[src/rtl/mem_access.sv]
// mem_access: memory-stage load/store unit. Runs one data-memory transaction per
// memory instruction over a req/gnt/rvalid bus and registers the write-back result.
module mem_access #(
    parameter int AW = 32,
    parameter int DW = 32
) (
    input  logic          clk,
    input  logic          rst,
    input  logic [AW-1:0] aluout_i,
    input  logic [DW-1:0] data2_i,
    input  logic [4:0]    wa_i,
    input  logic          we_i,
    input  logic          dmemen_i,
    input  logic [3:0]    dmemwe_i,
    input  logic          wdata_sel_i,
    input  logic [3:0]    LD_sel_i,
    output logic          stall_o,
    output logic          mem_req_o,
    output logic [AW-1:0] mem_addr_o,
    output logic [3:0]    mem_we_o,
    output logic [DW-1:0] mem_wdata_o,
    input  logic          mem_gnt_i,
    input  logic          mem_rvalid_i,
    input  logic [DW-1:0] mem_rdata_i,
    output logic [DW-1:0] wb_data_o,
    output logic [4:0]    wa_o,
    output logic          we_o,
    output logic          misalign_o,
    output logic [1:0]    state_dbg_o
);

    // Bus handshake: mem_req_o stays high with addr/we/wdata stable until the
    // cycle mem_gnt_i is sampled high; every granted request (read or write)
    // is answered by exactly one mem_rvalid_i in a later cycle.
    typedef enum logic [1:0] {
        S_IDLE = 2'd0,
        S_REQ  = 2'd1,
        S_RESP = 2'd2
    } state_t;

    state_t        state_q, state_d;
    logic [AW-1:0] addr_q, addr_d;
    logic [3:0]    be_q, be_d;
    logic [DW-1:0] wdata_q, wdata_d;
    logic [2:0]    funct3_q, funct3_d;
    logic          wsel_q, wsel_d;
    logic [AW-1:0] alu_q, alu_d;
    logic [4:0]    ctx_wa_q, ctx_wa_d;
    logic          ctx_we_q, ctx_we_d;
    logic [DW-1:0] wb_data_q, wb_data_d;
    logic [4:0]    wa_q, wa_d;
    logic          we_q, we_d;
    logic          misalign_q, misalign_d;

    logic          stall_raw;
    logic          is_store;
    logic          acc_half;
    logic          acc_word;
    logic          misaligned;
    logic [3:0]    be_shift;
    logic [DW-1:0] wdata_shift;
    logic [7:0]    ld_byte;
    logic [15:0]   ld_half;
    logic [DW-1:0] load_val;
    logic          unused_ld_sel;

    assign unused_ld_sel = LD_sel_i[3];

    // Access size comes from the store mask for stores, from funct3 for loads.
    always_comb begin
        is_store = |dmemwe_i;
        if (is_store) begin
            acc_half = (dmemwe_i == 4'b0011);
            acc_word = (dmemwe_i == 4'b1111);
        end else begin
            acc_half = (LD_sel_i[1:0] == 2'b01);
            acc_word = LD_sel_i[1];
        end
        misaligned  = (acc_half && aluout_i[0]) ||
                      (acc_word && (aluout_i[1:0] != 2'b00));
        be_shift    = dmemwe_i << aluout_i[1:0];
        wdata_shift = data2_i << {aluout_i[1:0], 3'b000};
    end

    always_comb begin
        case (alu_q[1:0])
            2'd0:    ld_byte = mem_rdata_i[7:0];
            2'd1:    ld_byte = mem_rdata_i[15:8];
            2'd2:    ld_byte = mem_rdata_i[23:16];
            default: ld_byte = mem_rdata_i[31:24];
        endcase
        ld_half = alu_q[1] ? mem_rdata_i[31:16] : mem_rdata_i[15:0];
        case (funct3_q)
            3'b000:  load_val = {{24{ld_byte[7]}}, ld_byte};
            3'b001:  load_val = {{16{ld_half[15]}}, ld_half};
            3'b100:  load_val = {24'h000000, ld_byte};
            3'b101:  load_val = {16'h0000, ld_half};
            default: load_val = mem_rdata_i;
        endcase
    end

    always_comb begin
        state_d    = state_q;
        addr_d     = addr_q;
        be_d       = be_q;
        wdata_d    = wdata_q;
        funct3_d   = funct3_q;
        wsel_d     = wsel_q;
        alu_d      = alu_q;
        ctx_wa_d   = ctx_wa_q;
        ctx_we_d   = ctx_we_q;
        wb_data_d  = wb_data_q;
        wa_d       = wa_q;
        we_d       = we_q;
        misalign_d = 1'b0;
        stall_raw  = 1'b0;
        mem_req_o  = 1'b0;

        case (state_q)
            S_IDLE: begin
                if (dmemen_i) begin
                    if (misaligned) begin
                        // Dropped access: no bus traffic, no register write.
                        misalign_d = 1'b1;
                        wb_data_d  = aluout_i;
                        wa_d       = wa_i;
                        we_d       = 1'b0;
                    end else begin
                        stall_raw = 1'b1;
                        state_d   = S_REQ;
                        addr_d    = {aluout_i[AW-1:2], 2'b00};
                        be_d      = be_shift;
                        wdata_d   = wdata_shift;
                        funct3_d  = LD_sel_i[2:0];
                        wsel_d    = wdata_sel_i;
                        alu_d     = aluout_i;
                        ctx_wa_d  = wa_i;
                        ctx_we_d  = we_i;
                    end
                end else begin
                    wb_data_d = aluout_i;
                    wa_d      = wa_i;
                    we_d      = we_i;
                end
            end
            S_REQ: begin
                stall_raw = 1'b1;
                mem_req_o = 1'b1;
                if (mem_gnt_i) begin
                    state_d = S_RESP;
                end
            end
            S_RESP: begin
                if (mem_rvalid_i) begin
                    state_d   = S_IDLE;
                    wb_data_d = wsel_q ? load_val : alu_q;
                    wa_d      = ctx_wa_q;
                    we_d      = ctx_we_q;
                end else begin
                    stall_raw = 1'b1;
                end
            end
            default: begin
                state_d = S_IDLE;
            end
        endcase
    end

    always_ff @(posedge clk or posedge rst) begin
        if (rst) begin
            state_q    <= S_IDLE;
            addr_q     <= '0;
            be_q       <= '0;
            wdata_q    <= '0;
            funct3_q   <= '0;
            wsel_q     <= 1'b0;
            alu_q      <= '0;
            ctx_wa_q   <= '0;
            ctx_we_q   <= 1'b0;
            wb_data_q  <= '0;
            wa_q       <= '0;
            we_q       <= 1'b0;
            misalign_q <= 1'b0;
        end else begin
            state_q    <= state_d;
            addr_q     <= addr_d;
            be_q       <= be_d;
            wdata_q    <= wdata_d;
            funct3_q   <= funct3_d;
            wsel_q     <= wsel_d;
            alu_q      <= alu_d;
            ctx_wa_q   <= ctx_wa_d;
            ctx_we_q   <= ctx_we_d;
            wb_data_q  <= wb_data_d;
            wa_q       <= wa_d;
            we_q       <= we_d;
            misalign_q <= misalign_d;
        end
    end

    // Stall is gated by reset so every output reads 0 while rst is held.
    assign stall_o     = stall_raw && !rst;
    assign mem_addr_o  = addr_q;
    assign mem_we_o    = be_q;
    assign mem_wdata_o = wdata_q;
    assign wb_data_o   = wb_data_q;
    assign wa_o        = wa_q;
    assign we_o        = we_q;
    assign misalign_o  = misalign_q;
    assign state_dbg_o = state_q;

endmodule

[config.mk]
export PLATFORM = sky130hd
export DESIGN_NAME = mem_access
export DESIGN_NICKNAME = d
export VERILOG_FILES = /design/src/rtl/mem_access.sv
export SDC_FILE = /design/constraint.sdc
export NUM_CORES = 1
export LEC_CHECK = 0
export ABC_AREA = 1
export ABC_CLOCK_PERIOD_IN_PS = 11150
export BUFFER_PORTS_ARGS = -buffer_cell sky130_fd_sc_hd__buf_2
export CORE_ASPECT_RATIO = 0.6
export CORE_MARGIN = 1
export CORE_UTILIZATION = 40
export CTS_CLUSTER_DIAMETER = 60
export DETAILED_ROUTE_END_ITERATION = 8
export GPL_ROUTABILITY_DRIVEN = 0
export GPL_TIMING_DRIVEN = 0
export PLACE_DENSITY = 0.66
export SYNTH_ARGS = -nofsm -noshare
export SYNTH_HDL_FRONTEND = slang
export SYNTH_SLANG_ARGS = --single-unit
[constraint.sdc]
create_clock -name clk -period 11.15 [get_ports clk]
set_clock_uncertainty 0.05 [all_clocks]
set_input_delay 2.23 -clock clk [delete_from_list [all_inputs] [get_ports clk]]
set_output_delay 2.23 -clock clk [all_outputs]
set_load 0.03 [all_outputs]
==> flow_metrics.py <==
metrics = {
    "setup_path": {
        "path_cells": "buf_2 -> nor2_1 -> nand3_1 -> nand2_1 -> nand2_1 -> nand3_2 -> a31oi_1 -> buf_2",
        "worstPathBufferInverterCount": 2,
        "crit_arrival_ps": 3240,
        "max_stage_delay_ps": 210,
        "cp_data_required_time_ps": 8870,
        "end_kind": "output port",
        "start_kind": "input pin",
        "cp_max_fo": 6,
        "critPathSlowestCell": "buf_2",
        "crit_type": "input pin to output port",
        "crit_family": "simple AND/OR/NAND/NOR gates",
    },
    "die": {
        "dieArea_mm2": 0.01754,
        "die_w_um": 170.3,
        "rows": 36,
        "die_h_um": 103.0,
        "initial_core_util": 0.4135,
        "core_mm2": 0.01644,
        "num_io_pins": 227,
    },
    "detailed_routing": {
        "drc_errors": 0,
        "drt_iter0_markers": 600,
        "postRouteAntennaNets": 0,
        "routed_wl_um": 23480,
        "vias_per_cell": 4.946,
        "first_pass_iters": 6,
        "wl_per_cell_um": 15.90,
        "via_count": 7305,
    },
    "cts": {
        "numCtsBuffers": 17,
        "cts.path.max_buffers": 2,
        "clkTransAtPathRegs_ps": 60,
        "cts_root_buf": "clkbuf_16",
        "cts.repair.resized": 0,
        "cts_tree": "built",
        "cts.sinks": 119,
        "cts_setup_buffers": 0,
        "clkLatencyLatePin_ps": 410,
        "postCtsHoldBufs": 0,
        "htreeDepth": 4,
    },
    "power_and_ir_drop": {
        "p_clk_frac": 0.195,
        "power_switching_uw": 1415,
        "internal_power_uw": 1455,
        "ir_worst_vdd_v": 0.0001387,
        "p_sw_frac": 0.4930,
        "power.density_mw_per_mm2": 325.1,
        "power_frac_comb": 0.536,
        "leakagePower_uw": 0.005018,
        "pwr-share-seq": 0.268,
    },
    "synthesis": {
        "ys_seq_area_frac": 0.4380,
        "syn_inst": 992,
        "yosys_warnings": 0,
        "ys_ff_latch": 119,
        "synth.cell_area_mm2": 0.006799,
        "synth.distinct_cells": 26,
        "syn_avg_cell_area_um2": 6.854,
    },
    "grt": {
        "antenna_found_initial": 3,
        "grt_pass1_wl_um": 36270,
        "overflow": 0,
        "grt_max_degree": 64,
        "grt_pass1_vias": 6620,
        "track_usage": 0.2753,
    },
    "cells_and_area": {
        "drive_gt1_frac": 0.2678,
        "mostFrequentLayoutCell": "nand2_1",
        "fin_nets": 1351,
        "final_cell_mix": "463 x nand2_1, 245 x buf_2, 119 x dfrtp_1",
        "area_growth_pct": 29.89,
    },
    "timing": {
        "tns_ps": 0,
        "rsz0062_at_grt": "no",
        "drv_slew": 0,
        "maxSlewHeadroom": 0.6045,
        "fin_crit_ps": 5516,
        "hold_viol": 0,
        "worst_slew_pin_slew_ps": 593.3,
        "setup_ws_ps": 5634,
        "max_freq_ghz": 0.1813,
        "min_period_over_period": 0.4947,
        "finalSetupViolations": 0,
    },
    "placed_design": {
        "pre_cts_ws_ps": 5631,
        "post-dp-hpwl_um": 17940,
        "numPortBuffers": 222,
    },
    "min_path": {
        "hold_class": "flip-flop to flip-flop",
    },
    "status": {
        "outcome": "completed",
    },
    "flow_run": {
        "cap_violations": 0,
    },
}
area by class of cell:
class	instances	area [um^2]
Fill cell	1668	7610
Multi-Input combinational cell	741	3120
Sequential cell	119	2978
Timing Repair Buffer	223	1139
Buffer	92	550.5
Clock buffer	19	452.9
Tap cell	228	285.3
Inverter	41	158.9
Clock inverter	12	141.4
Antenna cell	2	5.005
worst reg2reg max path, cell delays in order (launching register included):
cell and delay (ps):
dfrtp_1 310, buf_2 190, clkinv_1 270, clkbuf_1 330, nor2_1 150, nor2_1 50
nand2_1 190, nand2_1 90, nand2_1 70, nand2_1 50
flip-flops by register name, summed over array words and instances (netlist names):
name         count
wsel_q           1
wb_data_o       32
ctx_we_q         1
funct3_q         3
wa_o             5
we_o             1
state_dbg_o      2
mem_we_o         4
alu_q           32
ctx_wa_q         5
mem_wdata_o     32
misalign_o       1
cells by family (layout without fill, tap and decap cells):
group,after synthesis,in the layout,share of synthesized area
other,1,4,0.0005516
and+or+nand+nor,614,614,0.3574
muxes,9,9,0.01325
DFF,119,119,0.4380
AOI/OAI and AO/OA,116,116,0.08723
buffers and inverters,133,387,0.1036
worst paths after layout:
path                                           startpoint                         end  slack [ps]  cells past startpoint
worst min-delay path            wb_data_o[28]$_DFFE_PP0P_   wb_data_o[28]$_DFFE_PP0P_         420                      2
max in group asynchronous                             rst       alu_q[25]$_DFFE_PP0P_        8490                      3
worst min register to register  wb_data_o[28]$_DFFE_PP0P_   wb_data_o[28]$_DFFE_PP0P_         420                      2
worst max register to register    funct3_q[1]$_DFFE_PP0P_    wb_data_o[9]$_DFFE_PP0P_        9280                      9
min in group asynchronous                             rst  mem_wdata_o[3]$_DFFE_PP0P_        1840                      2
worst max-delay path                          dmemwe_i[0]                     stall_o        5630                      8
cells in the mapped netlist (all sizes together):
master	n	area share
nand3b	1	0.0017
nor4	1	0.00092
conb	1	0.00055
nand2	464	0.26
nor2	83	0.048
mux2i	9	0.013
a21oi	49	0.036
buf	70	0.069
o21ai	57	0.042
nor3	2	0.0015
nand3	62	0.047
nand4	1	0.00092
clkbuf	22	0.012
dfrtp	119	0.44
clkinv	1	0.00055
inv	40	0.022
a31oi	10	0.0092
power groups by stage:
stage | Clock [uW] | Combinational [uW] | Sequential (uW)
CTS | 569 | 1540 | 769
floorplan | 0 | 832 | 1010
finish | 561 | 1540 | 771
detailed placement | 0 | 1530 | 771
global route | 591 | 1690 | 796
global placement | 0 | 1520 | 772
routing by layer:
metal | up-vias | part of all wire | track usage
met5 | - | 0.00034 | 0
met4 | 2 | 0.0090 | 0.04990
met3 | 29 | 0.11 | 0.09482
met2 | 360 | 0.39 | 0.3767
met1 | 3339 | 0.49 | 0.4149
li1 | 3575 | - | -
metrics by stage:
| stage | instance area (um^2) | instances | util | total power, uW | hold slack (ps) |
|---|---|---|---|---|---|
| CTS | 8826 | 1475 | 0.5368 | 2874 | 422.4 |
| global placement | 8199 | 1443 | 0.4987 | 2288 | 402.6 |
| finish | 8831 | 1477 | 0.5371 | 2871 | 421.3 |
| detailed placement | 8232 | 1444 | 0.5007 | 2302 | 408.2 |
| global route | 8826 | 1475 | 0.5368 | 3078 | 448.8 |
| floorplan | 6803 | 993 | - | 1837 | 397.9 |
Note: power is estimated with default switching activity, not from simulation.
